--- src/rtl/matrix_stream_pkg.sv ---
// matrix_stream_pkg
// Shared definitions for the matrix result streamer: FSM state encoding,
// default datapath widths and the largest legal matrix dimension.
package matrix_stream_pkg;

    typedef enum logic [1:0] {
        ST_IDLE   = 2'd0,
        ST_CHECK  = 2'd1,
        ST_STREAM = 2'd2,
        ST_DRAIN  = 2'd3
    } state_t;

    localparam int DATA_W  = 32;
    localparam int ADDR_W  = 9;
    localparam int DIM_W   = 5;
    localparam int MAX_DIM = 16;

endpackage

--- src/rtl/stream_skid_fifo.sv ---
// stream_skid_fifo
// Two-entry FIFO used as the output buffer of the result streamer.
// A push and a pop in the same cycle are both honoured, also when full.
// Ports:
//   i_clk, i_rst   clock, synchronous active-high reset
//   i_push, i_din  write strobe and data
//   i_pop          read strobe (ignored while empty)
//   o_dout         head entry, held stable until popped
//   o_full/o_empty occupancy flags, o_count occupancy (0..2)
module stream_skid_fifo #(
    parameter int width = 8
) (
    input  logic             i_clk,
    input  logic             i_rst,
    input  logic             i_push,
    input  logic [width-1:0] i_din,
    input  logic             i_pop,
    output logic [width-1:0] o_dout,
    output logic             o_full,
    output logic             o_empty,
    output logic [1:0]       o_count
);
    logic [width-1:0] r_mem [2];
    logic             r_wr_ptr;
    logic             r_rd_ptr;
    logic [1:0]       r_count;
    logic             w_do_push;
    logic             w_do_pop;

    // qualify strobes: a pop frees a slot for a same-cycle push
    always_comb begin
        w_do_pop  = i_pop && (r_count != 2'd0);
        w_do_push = i_push && ((r_count != 2'd2) || w_do_pop);
    end

    // storage, pointers and occupancy
    always_ff @(posedge i_clk) begin
        if (i_rst) begin
            r_mem[0] <= '0;
            r_mem[1] <= '0;
            r_wr_ptr <= 1'b0;
            r_rd_ptr <= 1'b0;
            r_count  <= 2'd0;
        end else begin
            if (w_do_push) begin
                r_mem[r_wr_ptr] <= i_din;
                r_wr_ptr        <= ~r_wr_ptr;
            end
            if (w_do_pop) begin
                r_rd_ptr <= ~r_rd_ptr;
            end
            case ({w_do_push, w_do_pop})
                2'b10:   r_count <= r_count + 2'd1;
                2'b01:   r_count <= r_count - 2'd1;
                default: r_count <= r_count;
            endcase
        end
    end

    assign o_dout  = r_mem[r_rd_ptr];
    assign o_full  = (r_count == 2'd2);
    assign o_empty = (r_count == 2'd0);
    assign o_count = r_count;

endmodule

--- src/rtl/matrix_result_streamer.sv ---
// matrix_result_streamer
// Reads a result matrix out of the shared single-port RAM after the
// multiplier finishes and emits it on a valid/ready stream with row and
// matrix end markers. One element per clock is sustained while the
// consumer keeps i_out_ready high.
// Optional feature: define MATRIX_STREAMER_TRANSPOSE_EN to add i_transpose,
// which selects column-major emission (o_out_row_last then marks column ends).
// Ports:
//   i_clk, i_rst                      clock, synchronous active-high reset
//   i_start                           one-cycle pulse starting a transfer
//   i_base_addr, i_n_rows, i_n_cols   matrix placement and shape
//   o_ram_addr, i_ram_r_data          RAM read port (data 1 cycle after addr)
//   o_out_data, o_out_valid, i_out_ready, o_out_row_last, o_out_last  stream
//   o_busy                            transfer active, block owns the RAM port
//   o_done                            pulse after the final beat is accepted
//   o_err                             pulse when a request is rejected
module matrix_result_streamer
    import matrix_stream_pkg::*;
#(
    parameter int data_w = DATA_W,
    parameter int addr_w = ADDR_W,
    parameter int dim_w  = DIM_W
) (
    input  logic              i_clk,
    input  logic              i_rst,
    input  logic              i_start,
`ifdef MATRIX_STREAMER_TRANSPOSE_EN
    input  logic              i_transpose,
`endif
    input  logic [addr_w-1:0] i_base_addr,
    input  logic [dim_w-1:0]  i_n_rows,
    input  logic [dim_w-1:0]  i_n_cols,
    output logic [addr_w-1:0] o_ram_addr,
    input  logic [data_w-1:0] i_ram_r_data,
    output logic [data_w-1:0] o_out_data,
    output logic              o_out_valid,
    input  logic              i_out_ready,
    output logic              o_out_row_last,
    output logic              o_out_last,
    output logic              o_busy,
    output logic              o_done,
    output logic              o_err
);
    localparam int CHK_W  = addr_w + 1;
    localparam int FIFO_W = data_w + 2;
    localparam logic [CHK_W-1:0] ADDR_LIMIT = {1'b1, {addr_w{1'b0}}};

    state_t             r_state;
    state_t             w_state_next;
    logic [addr_w-1:0]  r_base;
    logic [addr_w-1:0]  r_ptr;
    logic [dim_w-1:0]   r_rows;
    logic [dim_w-1:0]   r_cols;
    logic [dim_w-1:0]   r_inner;
    logic [dim_w-1:0]   r_outer;
    logic               r_rd_vld;
    logic               r_rd_row_last;
    logic               r_rd_last;
    logic               r_busy;
    logic               r_done;
    logic               r_err;
`ifdef MATRIX_STREAMER_TRANSPOSE_EN
    logic               r_transpose;
    logic [addr_w-1:0]  r_col_start;
`endif

    logic [CHK_W-1:0]   w_end;
    logic               w_check_ok;
    logic [dim_w-1:0]   w_inner_max;
    logic [dim_w-1:0]   w_outer_max;
    logic               w_inner_last;
    logic               w_elem_last;
    logic [addr_w-1:0]  w_ptr_next;
    logic               w_pop;
    logic               w_credit_ok;
    logic               w_issue;
    logic               w_final_pop;
    logic [FIFO_W-1:0]  w_head;
    logic               w_full;
    logic               w_empty;
    logic [1:0]         w_occ;

    // request validation; ranges are checked first so the product cannot overflow
    always_comb begin
        w_end      = CHK_W'(r_base) + (CHK_W'(r_rows) * CHK_W'(r_cols));
        w_check_ok = (r_rows != '0) && (r_cols != '0) &&
                     (int'(r_rows) <= MAX_DIM) && (int'(r_cols) <= MAX_DIM) &&
                     (w_end <= ADDR_LIMIT);
    end

    // inner counter walks along the emitted row (or column), outer across them
    always_comb begin
`ifdef MATRIX_STREAMER_TRANSPOSE_EN
        if (r_transpose) begin
            w_inner_max = r_rows - dim_w'(1);
            w_outer_max = r_cols - dim_w'(1);
        end else begin
            w_inner_max = r_cols - dim_w'(1);
            w_outer_max = r_rows - dim_w'(1);
        end
`else
        w_inner_max = r_cols - dim_w'(1);
        w_outer_max = r_rows - dim_w'(1);
`endif
        w_inner_last = (r_inner == w_inner_max);
        w_elem_last  = w_inner_last && (r_outer == w_outer_max);
    end

    // next read address
    always_comb begin
`ifdef MATRIX_STREAMER_TRANSPOSE_EN
        if (r_transpose && w_inner_last) begin
            w_ptr_next = r_col_start + addr_w'(1);
        end else if (r_transpose) begin
            w_ptr_next = r_ptr + addr_w'(r_cols);
        end else begin
            w_ptr_next = r_ptr + addr_w'(1);
        end
`else
        w_ptr_next = r_ptr + addr_w'(1);
`endif
    end

    // read credit: the in-flight read plus the FIFO entries left after this
    // cycle's pop must stay below the FIFO depth, so a read issued now always
    // finds room even if the consumer stalls from the next cycle on
    always_comb begin
        w_pop       = !w_empty && i_out_ready;
        w_credit_ok = ({2'b00, r_rd_vld} + {1'b0, w_occ}) < (3'd2 + {2'b00, w_pop});
        w_issue     = (r_state == ST_STREAM) && w_credit_ok && !(w_full && !w_pop);
        w_final_pop = (r_state == ST_DRAIN) && w_pop && w_head[0];
    end

    // next-state logic
    always_comb begin
        w_state_next = r_state;
        case (r_state)
            ST_IDLE: begin
                if (i_start) begin
                    w_state_next = ST_CHECK;
                end else begin
                    w_state_next = ST_IDLE;
                end
            end
            ST_CHECK: begin
                if (w_check_ok) begin
                    w_state_next = ST_STREAM;
                end else begin
                    w_state_next = ST_IDLE;
                end
            end
            ST_STREAM: begin
                if (w_issue && w_elem_last) begin
                    w_state_next = ST_DRAIN;
                end else begin
                    w_state_next = ST_STREAM;
                end
            end
            ST_DRAIN: begin
                if (w_final_pop) begin
                    w_state_next = ST_IDLE;
                end else begin
                    w_state_next = ST_DRAIN;
                end
            end
            default: w_state_next = ST_IDLE;
        endcase
    end

    // state, request latch, address walk and read pipeline
    always_ff @(posedge i_clk) begin
        if (i_rst) begin
            r_state       <= ST_IDLE;
            r_base        <= '0;
            r_rows        <= '0;
            r_cols        <= '0;
            r_ptr         <= '0;
            r_inner       <= '0;
            r_outer       <= '0;
            r_rd_vld      <= 1'b0;
            r_rd_row_last <= 1'b0;
            r_rd_last     <= 1'b0;
            r_busy        <= 1'b0;
            r_done        <= 1'b0;
            r_err         <= 1'b0;
`ifdef MATRIX_STREAMER_TRANSPOSE_EN
            r_transpose   <= 1'b0;
            r_col_start   <= '0;
`endif
        end else begin
            r_state       <= w_state_next;
            r_err         <= (r_state == ST_CHECK) && !w_check_ok;
            r_done        <= w_final_pop;
            r_rd_vld      <= w_issue;
            r_rd_row_last <= w_inner_last;
            r_rd_last     <= w_elem_last;
            if ((r_state == ST_IDLE) && i_start) begin
                r_base      <= i_base_addr;
                r_rows      <= i_n_rows;
                r_cols      <= i_n_cols;
`ifdef MATRIX_STREAMER_TRANSPOSE_EN
                r_transpose <= i_transpose;
`endif
            end
            if ((r_state == ST_CHECK) && w_check_ok) begin
                r_busy      <= 1'b1;
                r_ptr       <= r_base;
                r_inner     <= '0;
                r_outer     <= '0;
`ifdef MATRIX_STREAMER_TRANSPOSE_EN
                r_col_start <= r_base;
`endif
            end else if (w_final_pop) begin
                r_busy <= 1'b0;
            end
            // the pointer is not advanced past the final element, so it never wraps
            if (w_issue && !w_elem_last) begin
                r_ptr <= w_ptr_next;
                if (w_inner_last) begin
                    r_inner <= '0;
                    r_outer <= r_outer + dim_w'(1);
`ifdef MATRIX_STREAMER_TRANSPOSE_EN
                    r_col_start <= r_col_start + addr_w'(1);
`endif
                end else begin
                    r_inner <= r_inner + dim_w'(1);
                end
            end
        end
    end

    stream_skid_fifo #(
        .width (FIFO_W)
    ) u_fifo (
        .i_clk   (i_clk),
        .i_rst   (i_rst),
        .i_push  (r_rd_vld),
        .i_din   ({i_ram_r_data, r_rd_row_last, r_rd_last}),
        .i_pop   (w_pop),
        .o_dout  (w_head),
        .o_full  (w_full),
        .o_empty (w_empty),
        .o_count (w_occ)
    );

    assign o_ram_addr     = r_ptr;
    assign o_out_data     = w_head[FIFO_W-1:2];
    assign o_out_row_last = w_head[1];
    assign o_out_last     = w_head[0];
    assign o_out_valid    = !w_empty;
    assign o_busy         = r_busy;
    assign o_done         = r_done;
    assign o_err          = r_err;

endmodule

--- config.mk ---
export PLATFORM = sky130hd
export DESIGN_NAME = matrix_result_streamer
export DESIGN_NICKNAME = d
export VERILOG_FILES = /design/src/rtl/matrix_stream_pkg.sv /design/src/rtl/stream_skid_fifo.sv /design/src/rtl/matrix_result_streamer.sv
export SDC_FILE = /design/constraint.sdc
export NUM_CORES = 1
export LEC_CHECK = 0
export BUFFER_PORTS_ARGS = -buffer_cell sky130_fd_sc_hd__buf_2
export CORE_MARGIN = 8
export CORE_UTILIZATION = 60
export DETAILED_ROUTE_END_ITERATION = 10
export PLACE_DENSITY = 0.85
export SETUP_SLACK_MARGIN = 0.02
export SLEW_MARGIN = 40
export SYNTH_ARGS = -nofsm -noshare
export SYNTH_HDL_FRONTEND = slang
export SYNTH_HIERARCHICAL = 1
export SYNTH_SLANG_ARGS = --single-unit
export TNS_END_PERCENT = 5
--- constraint.sdc ---
create_clock -name i_clk -period 6.6 [get_ports i_clk]
set_input_delay 1.32 -clock i_clk [delete_from_list [all_inputs] [get_ports i_clk]]
set_output_delay 1.32 -clock i_clk [all_outputs]
set_load 0.03 [all_outputs]
# [Yosys cells after proc, flatten, opt, wreduce, memory -nomap -nowiden]
# Memory sizes are Yosys's and may differ from the RTL's. A register that Yosys moved wholly into a read port is not among the register bits.
# Index checks and enable logic that the tools add are counted.
# Widths: inputs -> output; s select.
[totals] regBits=50 ramBits=68 out_inout_bits=47 word_cells=102 n_memories=1
[op_classes] addsub=10 multipliers=1 n_lt_le_gt_ge=4 eq_ne=9 muxes=26 n_bitwise=2 n_reduce_logical=33
[memory_table] memory="u_fifo.r_mem" depth=2 width=34 rd=1 rd_clocked_by_memory_dff=1 wr=2 line="stream_skid_fifo.sv:23" source="logic [width-1:0] r_mem [2];"
[ops] op="$mux 34" count=1
[ops] op="$reduce_or 34->1" count=1
[ops] op="$mux 5" count=6
[ops] op="$logic_and 1x1->1" count=18
[ops] op="$mux 9" count=2
[ops] op="$mux 1" count=13
[ops] op="$add 5x1->5 const B" count=2
[ops] op="$add 9x10->10" count=1
[ops] op="$eq 5x5->1" count=2
[ops] op="$le 10x10->1 const B" count=1
[ops] op="$le 5x5->1 const B" count=2
[ops] op="$mul 5x5->10" count=1
[ops] op="$reduce_bool 5->1" count=2
[ops] op="$sub 5x1->5 const B" count=2
[ops] op="$add 9x1->9 const B" count=1
[ops] op="$eq 2x2->1 const B" count=4
[ops] op="$pmux 2 s4" count=1
[ops] op="$reduce_bool 2->1" count=4
[ops] op="$logic_not 1->1" count=5
[ops] op="$eq 2x1->1 const B" count=2
[ops] op="$logic_not 2->1" count=2
[ops] op="$mux 2" count=2
[ops] op="$pmux 2 s2" count=1
[ops] op="$add 1x2->3" count=1
[ops] op="7 further kinds" count=8

# [Longest topological paths before layout]
# Gate-level depths: netlist of run 1.
[logic_depth] depth_word=11 ltp_mapped=17 mapped_depth_nobuf=15

# [By module]
# Netlist of run 1, hierarchy kept.
[modules_own_cells] mod="matrix_result_streamer" instances=1 cells_each=409 area_each_um2=3402.0 seq_area_each_um2=920.9
[modules_own_cells] mod="stream_skid_fifo" instances=1 cells_each=213 area_each_um2=3226.8 seq_area_each_um2=2142.1

# [Worst setup path before layout of run 1]
# Ideal clock, no wire load.
[synth_path] path_kind="reg2reg" from="reg r_cols[4]" to="reg r_ptr[7] (netlist: o_ram_addr[7])" arrival_time_ns=4.188 required_ns=6.526 setup_slack_ns=2.337 path_stages_with_launch=16 n_path_buf=2 synth_period_minus_slack_ns=4.263 cell_sequence="dfxtp_1 clkbuf_1 nand2_1 fa_1 fa_1 fa_1 inv_1 ha_1 nor2b_1 a2111oi_2 o211ai_1 a2111oi_4 o211ai_2 buf_6 mux2_4 a31oi_2"
[synth_via] elab_chain_cells=7 elab_cells_between_ends=17 cone_classes="add/sub (2); mul (1); order compare (2); eq/ne (1); mux (1); reduce/logical (10)"
[synth_rtl] item="start, declared" line="matrix_result_streamer.sv:53" source="logic [dim_w-1:0] r_cols;"
[synth_rtl] item="start signal, assigned" line="matrix_result_streamer.sv:200" source="r_cols <= i_n_cols;"
[synth_rtl] item="parallel branches: the longest is 7 deep, another holds $mul 5x5->10"
[synth_rtl] item="end signal, assigned" line="matrix_result_streamer.sv:207" source="r_ptr <= r_base;"
[synth_rtl] item="end signal, assigned" line="matrix_result_streamer.sv:218" source="r_ptr <= w_ptr_next;"
[synth_rtl] item="end, declared" line="matrix_result_streamer.sv:51" source="logic [addr_w-1:0] r_ptr;"
# Several ways; the timed one is not identified.
# A chain may end at the register's enable or synchronous reset.

# [Worst setup path after layout of run 1]
[layout_path] from="reg r_rows[0]" to="reg r_inner[2]"
[layout_via] elab_chain_cells=7 elab_cells_between_ends=17 cone_classes="add/sub (2); mul (1); order compare (2); eq/ne (1); mux (1); reduce/logical (10)"
[layout_rtl] item="start, declared" line="matrix_result_streamer.sv:52" source="logic [dim_w-1:0] r_rows;"
[layout_rtl] item="start signal, assigned" line="matrix_result_streamer.sv:199" source="r_rows <= i_n_rows;"
[layout_rtl] item="parallel branches: the longest is 7 deep, another holds $mul 5x5->10"
[layout_rtl] item="end signal, assigned" line="matrix_result_streamer.sv:226" source="r_inner <= r_inner + dim_w'(1);"
[layout_rtl] item="end, declared" line="matrix_result_streamer.sv:54" source="logic [dim_w-1:0] r_inner;"
# Several ways; the timed one is not identified.

==> run summary, run 1 <==
====================================================================================================
Aggregate global-route resource usage                                                          0.220
Number of slew-limit violations in the final report                                                0
Width of the chip                                                                             121 um
Setup tns final                                                                                 0 ps
Drt total wl                                                                                 15.8 mm
Worst Setup Start Kind                                                                     flip-flop
Cell count after synthesis                                                                       622
Xor/xnor cell area share of the yosys netlist                                                 0.0306
Number of maximum-capacitance constraint violations                                                0
Share of synthesized area occupied by flip-flops and latches                                   0.462
Number of setup violations in the final report                                                     0
TritonCTS clock tree                                                                            done
Total gr overflow                                                                                  0
Number of antenna violations at the first check in global routing                                  0
Combinational family with the most area after synthesis                                 simple AND/OR/NAND/NOR gates
Clock Tree Buf Depth                                                                               2
Layout overhead on the synthesized area                                                        17.9%
Initial Utilization                                                                            0.614
Max_slew headroom                                                                              0.500
First-pass detailed-route iteration total                                                          5
Complex-gate fraction of the synthesized area                                                 0.0770
CTS H-Tree Depth                                                                                   4
Worst IR Drop VDD                                                                           0.163 mV
ANT nets after route                                                                               0
Worst Path Arrival                                                                           5070 ps
Fraction of layout cells with a size suffix above 1                                            0.275
Largest net degree at the start of global routing                                                 56
CTS Root Buffer Type                                                                        clkbuf_8
Setup bufs post-CTS                                                                                0
Vias per cell                                                                                   5.69
Via count of the first global-routing pass                                                      5047
DRC violation count after routing                                                                  0
Final weighted congestion in routability-driven placement                                      0.892
Cell Pwr Density                                                                          249 nW/um2
Hold Startpoint                                                                            r_base[7]
Setup repair after global routing missed its margin                                               no
Row cnt                                                                                           38
Maximum achievable frequency                                                                 215 MHz
Post-placement cell count                                                                        838
Required time at the endpoint of the critical path                                           7030 ps
Filler Cell Count                                                                                714
Sinks on the clock net                                                                           119
Post-Route Hold Slack                                                                         466 ps
Mux contribution to synthesized area                                                          0.0721
Average detailed-routed wire length per instance                                             18.1 um
Hold Violations, Final                                                                             0
Clock tree skew after final layout                                                           6.85 ps
Post-CTS sizing                                                                                    0
Start point of the critical path                                                           r_rows[0]
Chip height                                                                                   121 um
Clock network latency to the later pin of the worst-skew pair                                 530 ps
Status                                                                                  finished, final reports clean
Main synth FF type                                                                          edfxtp_1
Per-instance average area after synthesis                                                   10.7 um2
Hold Path Class                                                                              reg2reg
Count of hold-fix buffers inserted at cts                                                          0
Placeable core region                                                                      10800 um2
Count of non-filler cells in the finished layout                                                 870
Clock-pin slew reported for the worst setup and hold paths after clock tree synthesis          60 ps
Fin nets                                                                                         813
Adder and majority cell fraction of the synthesized area                                      0.0966
Reported leakage power                                                                       3.33 nW
Number of warnings reported in the yosys synthesis log                                             6
EDFF count, synth                                                                                 68
Port-buffer cells                                                                                101
Slew @ Worst Pin                                                                              749 ps
Class of the most critical setup path                                                        reg2reg
Count of pins on the block boundary                                                              102
RR Startpoint                                                                              r_rows[0]
Area enclosed by the die boundary                                                          14700 um2
Total clock buffers created by CTS                                                                17
Post-Synthesis Net Count                                                                         718
Netlist area before placement                                                               6630 um2
Setup crit end kind                                                                        flip-flop
Period minus WS final                                                                        4640 ps
Overall via count from detail_route                                                             4953
Flop and latch count out of synthesis                                                            119
Number of diodes added for antenna fixing                                                          0
DP Wirelength                                                                                10.9 mm
Post-synthesis simple-gate area fraction                                                       0.218
Number of distinct standard cells referenced by the synthesized netlist                           67
Global-route wire length before repair                                                       25.1 mm
Largest fanout on the critical path                                                               19
Crit share post-route                                                                          0.703
DRC violation total after the first TritonRoute iteration                                        438
Share of flip-flops with an asynchronous set or reset after synthesis                              0
====================================================================================================
cells in the mapped netlist (2+ instances only):
| cell type | instances | share of area |
|---|---|---|
| or3_1 | 7 | 0.0066 |
| o211ai_1 | 4 | 0.0045 |
| nand2_1 | 60 | 0.034 |
| dfxtp_1 | 51 | 0.15 |
| or2_1 | 4 | 0.0038 |
| o21ai_0 | 6 | 0.0045 |
| a21o_1 | 2 | 0.0023 |
| and2_2 | 15 | 0.017 |
| or2_0 | 2 | 0.0019 |
| xnor2_1 | 12 | 0.016 |
| clkbuf_2 | 5 | 0.0038 |
| nor2_1 | 22 | 0.012 |
| and3_1 | 3 | 0.0028 |
| xor2_1 | 6 | 0.0079 |
| nand4_1 | 2 | 0.0019 |
| and2_1 | 79 | 0.075 |
| nor3b_1 | 2 | 0.0023 |
| buf_6 | 3 | 0.0051 |
| ha_1 | 24 | 0.045 |
| xnor3_1 | 2 | 0.0068 |
| nand3_1 | 25 | 0.019 |
| nor3_1 | 7 | 0.0053 |
| a21oi_1 | 32 | 0.024 |
| nand2b_1 | 9 | 0.0085 |
| buf_2 | 9 | 0.0068 |
| mux2_2 | 34 | 0.058 |
| clkbuf_1 | 12 | 0.0068 |
| nor2b_1 | 4 | 0.0038 |
| o21ai_1 | 3 | 0.0023 |
| fa_1 | 17 | 0.051 |
| inv_1 | 37 | 0.021 |
| mux2i_1 | 8 | 0.012 |
| edfxtp_1 | 68 | 0.31 |
| nand3b_1 | 3 | 0.0034 |
| a31oi_1 | 10 | 0.0094 |
| nor4_1 | 2 | 0.0019 |
registers in the layout, indices dropped and copies added, names as in the netlist, 2 cells and up, named ones only:
signal and flops:
r_cols 5, r_inner 5, r_outer 5, o_ram_addr 9, u_fifo/o_count 2, u_fifo/r_mem 68, r_rows 5, r_base 9
r_state 2
cell type report:
class                           instances  area, um2  share of cell area
Multi-Input combinational cell        436       3300               0.422
Clock buffer                           17        414              0.0530
Inverter                               37        139              0.0178
Sequential cell                       119       3060               0.392
Tap cell                              140        175              0.0224
Timing Repair Buffer                  106        568              0.0727
Clock inverter                         15        155              0.0199
kinds of logic (layout without fill, tap and decap cells):
logic type,count (synthesis),count (layout)
AOI/OAI and AO/OA,75,75
xor gates and xnor gates,20,20
adders and majority gates,41,41
buffers and inverters,67,175
DFF,119,119
muxes,43,43
and+or+nand+nor,257,257
power by group:
group	total, mW	switching [mW]	internal [mW]	leakage [nW]
Clock	0.887	0.350	0.537	0.264
Combinational	0.220	0.134	0.0857	1.95
Sequential	0.839	0.0254	0.813	1.12
Total	1.95	0.510	1.44	3.33
metal layers:
| metal | GRT usage | up-vias | share of wire |
|---|---|---|---|
| met5 | 0 | - | 0 |
| met4 | 0.103 | 0 | 0.025 |
| met3 | 0.0647 | 29 | 0.079 |
| met2 | 0.366 | 195 | 0.49 |
| met1 | 0.256 | 2385 | 0.40 |
| li1 | - | 2344 | - |
final timing paths:
check / slack, ps / depth (start not counted) / to
hold reg to reg: 470 / 2 / r_base[7]
setup / recovery: 1960 / 13 / r_inner[2]
setup reg to reg: 1960 / 13 / r_inner[2]
hold / removal: 470 / 2 / r_base[7]
worst max-delay path, stage by stage (launching register included):
cell and delay [ps]:
dfxtp_1 470, nand2_1 120, fa_1 540, inv_1 60
fa_1 500, fa_1 490, ha_1 390, and2b_2 280
o32a_1 350, o211ai_1 150, a2111oi_4 100, o211ai_4 610
nand2_1 230, o311ai_1 270
layout by cell type (no fill, tap or decap), drive strengths merged, types with 4 or more instances in the layout:
| cell type | n |
|---|---|
| a21oi | 32 |
| a31oi | 11 |
| and2 | 94 |
| buf | 106 |
| clkbuf | 17 |
| clkinv | 6 |
| clkinvlp | 5 |
| dfxtp | 51 |
| edfxtp | 68 |
| fa | 17 |
| ha | 24 |
| inv | 39 |
| mux2 | 35 |
| mux2i | 8 |
| nand2 | 60 |
| nand2b | 9 |
| nand3 | 25 |
| nor2 | 22 |
| nor2b | 4 |
| nor3 | 8 |
| o211ai | 5 |
| o21ai | 9 |
| or2 | 8 |
| or3 | 7 |
| xnor2 | 12 |
| xor2 | 6 |
through the flow:
stage	worst slack, ps	instance area (um2)	util	total power [mW]
6_report	1960	7820	0.724	1.95
5_1_grt	1630	7820	0.724	2.01
2_1_floorplan	2340	6630	-	1.00
3_3_place_gp	1850	7180	0.666	1.06
4_1_cts	1960	7810	0.724	1.95
3_5_place_dp	1960	7240	0.671	1.07
Note: power is estimated with default switching activity, not from simulation.
==> inputs of run 2 (changes only) <==
--- a/config.mk
+++ b/config.mk
@@ -5,11 +5,12 @@
 export SDC_FILE = /design/constraint.sdc
 export NUM_CORES = 1
 export LEC_CHECK = 0
+export ABC_AREA = 1
 export BUFFER_PORTS_ARGS = -buffer_cell sky130_fd_sc_hd__buf_2
 export CORE_MARGIN = 8
-export CORE_UTILIZATION = 60
+export CORE_UTILIZATION = 52
 export DETAILED_ROUTE_END_ITERATION = 10
-export PLACE_DENSITY = 0.85
+export PLACE_DENSITY = 0.78
 export SETUP_SLACK_MARGIN = 0.02
 export SLEW_MARGIN = 40
 export SYNTH_ARGS = -nofsm -noshare
==> constraint.sdc (replaced) <==
create_clock -name i_clk -period 4.1 [get_ports i_clk]
set_input_delay 0.82 -clock i_clk [delete_from_list [all_inputs] [get_ports i_clk]]
set_output_delay 0.82 -clock i_clk [all_outputs]
set_load 0.03 [all_outputs]
==> run 2 against run 1 <==
Net effect:
- flip-flop and latch count unchanged
- utilization decreased by 9.6 points
- cell area increased by 1.9%
- setup slack got worse by 1700 ps
- register-to-register slack got worse by 1700 ps
- synthesized area increased by 1.8%
- routed wire length decreased by 5.5%
- critical endpoint is now r_outer[1]
- first-iteration DRC count decreased by 14%
- sequential share of layout area decreased by 0.63 points
==> run summary, run 2 <==
====================================================================================================
Status                                                                                  finished, final reports clean
Synth area leader                                                                           edfxtp_1
Crit path cell chain                                                                    nand2_1 -> fa_1 -> fa_1 -> fa_1 -> inv_1 -> ha_1 -> a21oi_2 -> nor2_1 -> nor2_1 -> o21ai_0 -> nand2_1 -> nand2_1 -> nand2_2 -> nand3_4 -> buf_4 -> a21oi_1 -> nor2_1
Fraction of layout cells with a size suffix above 1                                            0.262   -0.0136
Number of cells on the worst hold path                                                             2   unchanged
Crit share post-route                                                                          0.926   +0.223
Number of diodes added for antenna fixing                                                          0   unchanged
Number of maximum-capacitance constraint violations                                                0   unchanged
Number of gates on the worst path with buffers counted                                            17   +4
RR Startpoint                                                                              r_rows[2]
Post-Synthesis Net Count                                                                         852   +19%
Number of setup violations in the final report                                                     0   unchanged
Post-Route Hold Slack                                                                         466 ps   +0.501 ps
Count of pins on the block boundary                                                              102   unchanged
Maximum achievable frequency                                                                 263 MHz   +22%
Placeable core region                                                                      12700 um2   +17%
Sinks on the clock net                                                                           119   unchanged
Worst IR Drop VDD                                                                           0.370 mV   +130%
Most frequent cells in the layout                                                       inv_1, nand2_1, nor2_1
First-pass detailed-route iteration total                                                          5   unchanged
EDFF count, synth                                                                                 68   unchanged
Worst Setup EP                                                                            r_outer[1]
Share of flip-flops with an asynchronous set or reset after synthesis                              0   unchanged
Most used standard cell by instance count after synthesis                                    nand2_1
Worst path top cell family by delay                                                      adder cells
Register with the most flip-flops                                                       u_fifo/r_mem
Aggregate global-route resource usage                                                          0.182   -0.0385
Flop and latch count out of synthesis                                                            119   unchanged
Total area of multi-input combinational cells                                               3030 um2   -8.3%
Area enclosed by the die boundary                                                          16900 um2   +15%
Global-route wire length before repair                                                       23.7 mm   -5.6%
Storage element area                                                                        3070 um2   +0.24%
Number of warnings reported in the yosys synthesis log                                             6   unchanged
Number of distinct standard cells referenced by the synthesized netlist                           42   -37%
Overall via count from detail_route                                                             5244   +5.9%
Largest stage delay on the critical path                                                      570 ps   -40 ps
Final core utilization                                                                         0.628   -0.0957
Cell count after synthesis                                                                       756   +22%
Total clock buffers created by CTS                                                                17   unchanged
Total gr overflow                                                                                  0   unchanged
Commonest cells in the synthesized netlist                                              nand2_1, inv_1, nor2_1
Width of the chip                                                                             130 um   +7.3%
Crit path buf inv count                                                                            2   +1
Port-buffer cells                                                                                101   unchanged
Number of slew-limit violations in the final report                                                0   unchanged
Row cnt                                                                                           41   +7.9%
DRC violation total after the first TritonRoute iteration                                        378   -14%
Netlist area before placement                                                               6750 um2   +1.8%
Final weighted congestion in routability-driven placement                                      0.857   -3.9%
DRC violation count after routing                                                                  0   unchanged
Average detailed-routed wire length per instance                                             14.2 um   -21%
Reg2reg path depth                                                                                17   +4
Cell Pwr Density                                                                          412 nW/um2   +65%
Setup crit end kind                                                                        flip-flop
Clock-pin slew reported for the worst setup and hold paths after clock tree synthesis          60 ps   about the same
Clock tree skew after final layout                                                           10.2 ps   +3.34 ps
TritonCTS clock tree                                                                            done
Slew @ Worst Pin                                                                              712 ps   -37.0 ps
Leading post-synthesis cells by cell area                                               edfxtp_1, dfxtp_1, nand2_1
Clock network latency to the later pin of the worst-skew pair                                 420 ps   -110 ps
Layout overhead on the synthesized area                                                        18.0%
ANT nets after route                                                                               0   unchanged
Vias per cell                                                                                   5.01   -12%
Number of antenna violations at the first check in global routing                                  0   unchanged
Start point of the critical path                                                           r_rows[2]
Via count of the first global-routing pass                                                      5129   +1.6%
Largest net degree at the start of global routing                                                 37   -34%
Chip height                                                                                   130 um   +7.3%
DP Wirelength                                                                                10.6 mm   -3.6%
Hold Path Class                                                                              reg2reg
Worst Setup Start Kind                                                                     flip-flop
Class of the most critical setup path                                                        reg2reg
Flip-flop count of the largest register after layout                                              68   unchanged
Per-instance average area after synthesis                                                   8.92 um2   -16%
Reg2reg setup slack                                                                           300 ps   -1650 ps
CTS Root Buffer Type                                                                       clkbuf_16
Initial Utilization                                                                            0.532   -0.0818
Drt total wl                                                                                 14.9 mm   -5.5%
Filler Cell Count                                                                               1070   +50%
Capture instance of the worst register-to-register path                                   r_outer[1]
Crit-path slowest cell                                                                          fa_1
Reported leakage power                                                                       3.88 nW   +16%
Main synth FF type                                                                          edfxtp_1
Worst Path Arrival                                                                           4100 ps   -970 ps
Setup repair after global routing missed its margin                                               no
Clock Tree Buf Depth                                                                               2   unchanged
Largest fanout on the critical path                                                               12   -7
Period minus WS final                                                                        3800 ps   -846 ps
Hold Violations, Final                                                                             0   unchanged
CTS H-Tree Depth                                                                                   4   unchanged
Fraction of post-synthesis cell area in the top cell type by area                              0.303   -0.00537
Max_slew headroom                                                                              0.525   +0.0241
Required time at the endpoint of the critical path                                           4410 ps   -2620 ps
Share of synthesized area occupied by flip-flops and latches                                   0.454   -0.00806
Setup tns final                                                                                 0 ps   unchanged
Fin nets                                                                                         958   +18%
====================================================================================================
run 2: tightest hold or removal path, stage by stage, from the launching register on:
cell     delay, ps
dfxtp_1        300
nand2_1         60
a21oi_1         60
run 2: per-layer routing:
| layer | global-route usage | vias up | part of all wire |
|---|---|---|---|
| li1 | - | 2625 | - |
| met1 | 0.222 | 2443 | 0.44 |
| met2 | 0.305 | 158 | 0.48 |
| met3 | 0.0445 | 18 | 0.064 |
| met4 | 0.0669 | 0 | 0.016 |
| met5 | 0 | - | 0 |
run 2: power by group:
part	switching (mW)	internal [mW]	total [mW]	leakage, nW
Combinational	0.338	0.188	0.526	2.49
Sequential	0.0554	1.32	1.38	1.12
Clock	0.542	0.834	1.38	0.264
run 2: kinds of logic after synthesis:
group,synth area share
compound gates,0.0608
xor+xnor,0.0234
fa+ha+maj,0.0950
buf+inv,0.102
flops,0.454
mux,0.0568
simple gates,0.208
run 2: metrics by stage:
| stage | cells | total power, mW | setup WS, ps | area (um2) |
|---|---|---|---|---|
| floorplan | 756 | 1.77 | 405 | 6750 |
| global placement | 1013 | 1.90 | 238 | 7360 |
| detailed placement | 1013 | 1.91 | 96.0 | 7360 |
| CTS | 1045 | 3.30 | 65.7 | 7920 |
| global route | 1047 | 3.43 | 50.5 | 7960 |
| finish | 1047 | 3.28 | 304 | 7960 |
run 2: layout make-up:
type,count,area share
multi-input combinational,480,0.380
inverter,130,0.0616
clock inverter,14,0.0160
clock buffer,18,0.0539
sequential,119,0.386
timing repair buffer,114,0.0757
tap,172,0.0270
run 2: how the worst min path moves through the flow:
stage | startpoint | end | slack (ps)
5_1_grt | o_busy | o_busy | 480
2_1_floorplan | u_fifo/r_rd_ptr | flip-flop | 450
3_3_place_gp | u_fifo/r_rd_ptr | u_fifo/r_rd_ptr | 460
4_1_cts | o_busy | o_busy | 470
6_report | o_busy | o_busy | 470
3_5_place_dp | o_busy | o_busy | 460
run 2: repair_timing:
| action | CTS | global route |
|---|---|---|
| setup endpoints to repair | 0 | 21 |
| buffers inserted | 0 | 1 |
| hold buffers | 0 | 0 |
| gates resized for setup | 0 | 12 |
==> inputs of run 3 (changes only) <==
--- a/config.mk
+++ b/config.mk
@@ -5,7 +5,6 @@
 export SDC_FILE = /design/constraint.sdc
 export NUM_CORES = 1
 export LEC_CHECK = 0
-export ABC_AREA = 1
 export BUFFER_PORTS_ARGS = -buffer_cell sky130_fd_sc_hd__buf_2
 export CORE_MARGIN = 8
 export CORE_UTILIZATION = 52
==> run 3 against run 2 <==
Net effect:
- the run now ends with negative setup slack left
- global-route usage is 1.5 points higher
- first-iteration DRC count shrank 23%
- flip-flop and latch count unchanged
- die area shrank 1.5%
- non-clock buffer count is 29 higher
- fmax fell by 11%
- routed wire length rose by 7.0%
- utilization is 3.6 points higher
- clock power grew 12%
- final cell count is 10% lower
- critical path depth decreased by 2
- critical path type unchanged
- largest power group is now clock
==> run summary, run 3 (synthesized netlist as in run 1, its figures left out) <==
====================================================================================================
Hold Path Class                                                                              reg2reg
Failing checks                                                                          negative setup slack
Drt total wl                                                                                 15.9 mm   +7.0%
Count of non-filler cells in the finished layout                                                 939   -10%
Clock share of power                                                                           0.467   +0.047
Chip height                                                                                   129 um   -0.77%
Fin nets                                                                                         850   -11%
Post-Route Hold Slack                                                                         473 ps   +6.56 ps
Setup repair after global routing missed its margin                                              yes
Number of slew-limit violations in the final report                                                0   unchanged
Crit share post-route                                                                           1.04   +0.113
Final weighted congestion in routability-driven placement                                      0.868   +1.3%
Flop pwr share                                                                                 0.405   -0.015
Power spent charging and discharging nets                                                   0.856 mW   -8.5%
Clock-pin slew reported for the worst setup and hold paths after clock tree synthesis          60 ps   about the same
Fraction of power consumed by combinational cells                                              0.127   -0.033
Fraction of layout cells with a size suffix above 1                                            0.338   +0.0760
Period minus WS final                                                                        4260 ps   +463 ps
Flip-flop count of the largest register after layout                                              68   unchanged
Worst Setup Start Kind                                                                     flip-flop
Number of setup violations in the final report                                                    17   +17
Max_slew headroom                                                                              0.450   -0.0744
Slew @ Worst Pin                                                                              825 ps   +112 ps
Most frequent cells in the layout                                                       buf_2, and2_1, edfxtp_1
Proportion of total power due to net switching                                                 0.258   -0.0269
First-pass detailed-route iteration total                                                          5   unchanged
Number of maximum-capacitance constraint violations                                                0   unchanged
Number of cells on the worst hold path                                                             2   unchanged
Reg2reg path depth                                                                                15   -2
Number of antenna violations at the first check in global routing                                  0   unchanged
Count of pins on the block boundary                                                              102   unchanged
Area enclosed by the die boundary                                                          16600 um2   -1.5%
ANT nets after route                                                                               0   unchanged
Initial Utilization                                                                            0.530   -0.00285
Port-buffer cells                                                                                101   unchanged
Row cnt                                                                                           41   unchanged
Leading cell type in the layout, fill and taps excluded                                        buf_2
Worst Path Arrival                                                                           4600 ps   +500 ps
CTS H-Tree Depth                                                                                   4   unchanged
Class of the most critical setup path                                                        reg2reg
Largest fanout on the critical path                                                                7   -5
Clock tree skew after final layout                                                           6.56 ps   -3.64 ps
Largest net degree at the start of global routing                                                 41   +11%
Global-route wire length before repair                                                       25.5 mm   +7.7%
DP Wirelength                                                                                11.6 mm   +9.5%
Via count of the first global-routing pass                                                      5292   +3.2%
Worst IR Drop VDD                                                                           0.305 mV   -18%
Count of hold-fix buffers inserted at cts                                                          0   unchanged
Number of diodes added for antenna fixing                                                          0   unchanged
Width of the chip                                                                             129 um   -0.77%
DRC violation count after routing                                                                  0   unchanged
Hold Violations, Final                                                                             0   unchanged
Aggregate global-route resource usage                                                          0.196   +0.0147
Clock network latency to the later pin of the worst-skew pair                                 420 ps   about the same
Register with the most flip-flops                                                       u_fifo/r_mem
Layout overhead on the synthesized area                                                        25.4%
Status                                                                                  finished, violations left
Maximum achievable frequency                                                                 235 MHz   -11%
CTS Root Buffer Type                                                                       clkbuf_16
Post-placement cell count                                                                        902   -11%
Clock Tree Buf Depth                                                                               2   unchanged
Placeable core region                                                                      12500 um2   -1.2%
Filler Cell Count                                                                                971   -9.3%
Total gr overflow                                                                                  0   unchanged
TritonCTS clock tree                                                                            done
Total clock buffers created by CTS                                                                17   unchanged
Internal                                                                                     2.46 mW   +4.9%
Sinks on the clock net                                                                           119   unchanged
Cell Pwr Density                                                                          399 nW/um2   -3.2%
Setup crit end kind                                                                        flip-flop
Average detailed-routed wire length per instance                                             17.0 um   +19%
Overall via count from detail_route                                                             5039   -3.9%
Required time at the endpoint of the critical path                                           4440 ps   +30 ps
Worst Setup Slack, final                                                                     -159 ps   -463 ps
Reported leakage power                                                                       3.58 nW   -7.8%
Vias per cell                                                                                   5.37   +7.1%
DRC violation total after the first TritonRoute iteration                                        292   -23%
====================================================================================================
run 3: cell types whose count changed in the layout (fill, tap and decap cells not counted), moves of 8 or more:
cell      before  now
nor2_1       104   21
inv_1        124   36
nand2_1      124   59
and2_2         1   15
o21ai_0       29    6
mux2i_1        0    8
nor2_2        11    1
buf_4         13   37
and2_1         0   75
nand2b_1       0    9
nand3_1       46   24
run 3: worst max-delay path: stages (launching register included):
cell and delay (ps):
dfxtp_4 350, and2_4 160, fa_1 580, inv_2 50
fa_1 470, inv_1 50, fa_1 500, ha_4 180
buf_4 140, a21oi_2 130, o211ai_1 160, or2_1 280
a2111oi_4 430, o211ai_4 190, mux2_4 340, a31oi_2 170
run 3: power groups by stage:
stage          clock, mW  sequential, mW  combinational (mW)
6_report            1.55            1.34               0.422
5_1_grt             1.62            1.35               0.457
4_1_cts             1.57            1.35               0.404
3_5_place_dp           0            1.37               0.393
3_3_place_gp           0            1.37               0.376
2_1_floorplan          0            1.36               0.262
run 3: through the flow:
step	cell area (um2)	setup WS, ps	utilization	setup TNS, ps	total power [mW]
finish	8310	-159	0.664	-1760	3.32
global route	8310	-319	0.664	-4710	3.43
CTS	8220	-171	0.656	-1920	3.32
detailed placement	7560	-333	0.604	-4690	1.76
global placement	7520	-126	0.601	-1140	1.74
floorplan	6710	-10.1	-	-10.1	1.62
run 3: final cells by class:
cell class / count / area, um2 / area share
repair buffers: 143 / 860 / 0.103
inverters: 37 / 139 / 0.0167
flip-flops and latches: 119 / 3080 / 0.370
well taps: 172 / 215 / 0.0259
clock inverters: 15 / 188 / 0.0226
multi-input cells: 436 / 3410 / 0.410
clock buffers: 17 / 425 / 0.0512
run 3: worst paths after layout:
kind	slack (ps)	to	start
setup reg to reg	-160	o_ram_addr[7]	r_cols[4]
hold / removal	470	r_base[6]	r_base[6]
hold reg to reg	470	r_base[6]	r_base[6]
setup / recovery	-160	o_ram_addr[7]	r_cols[4]
run 3: metal layers:
layer,up-vias,global-route usage,share of wire
met5,-,0,0
met3,30,0.0505,0.059
met2,137,0.360,0.52
met1,2457,0.207,0.40
met4,0,0.0891,0.023
li1,2415,-,-
run 3: timing repair:
item,CTS,global route
pin swaps,3,11
gates resized for setup,10,15
setup buffers,1,4
setup endpoints to repair,21,21
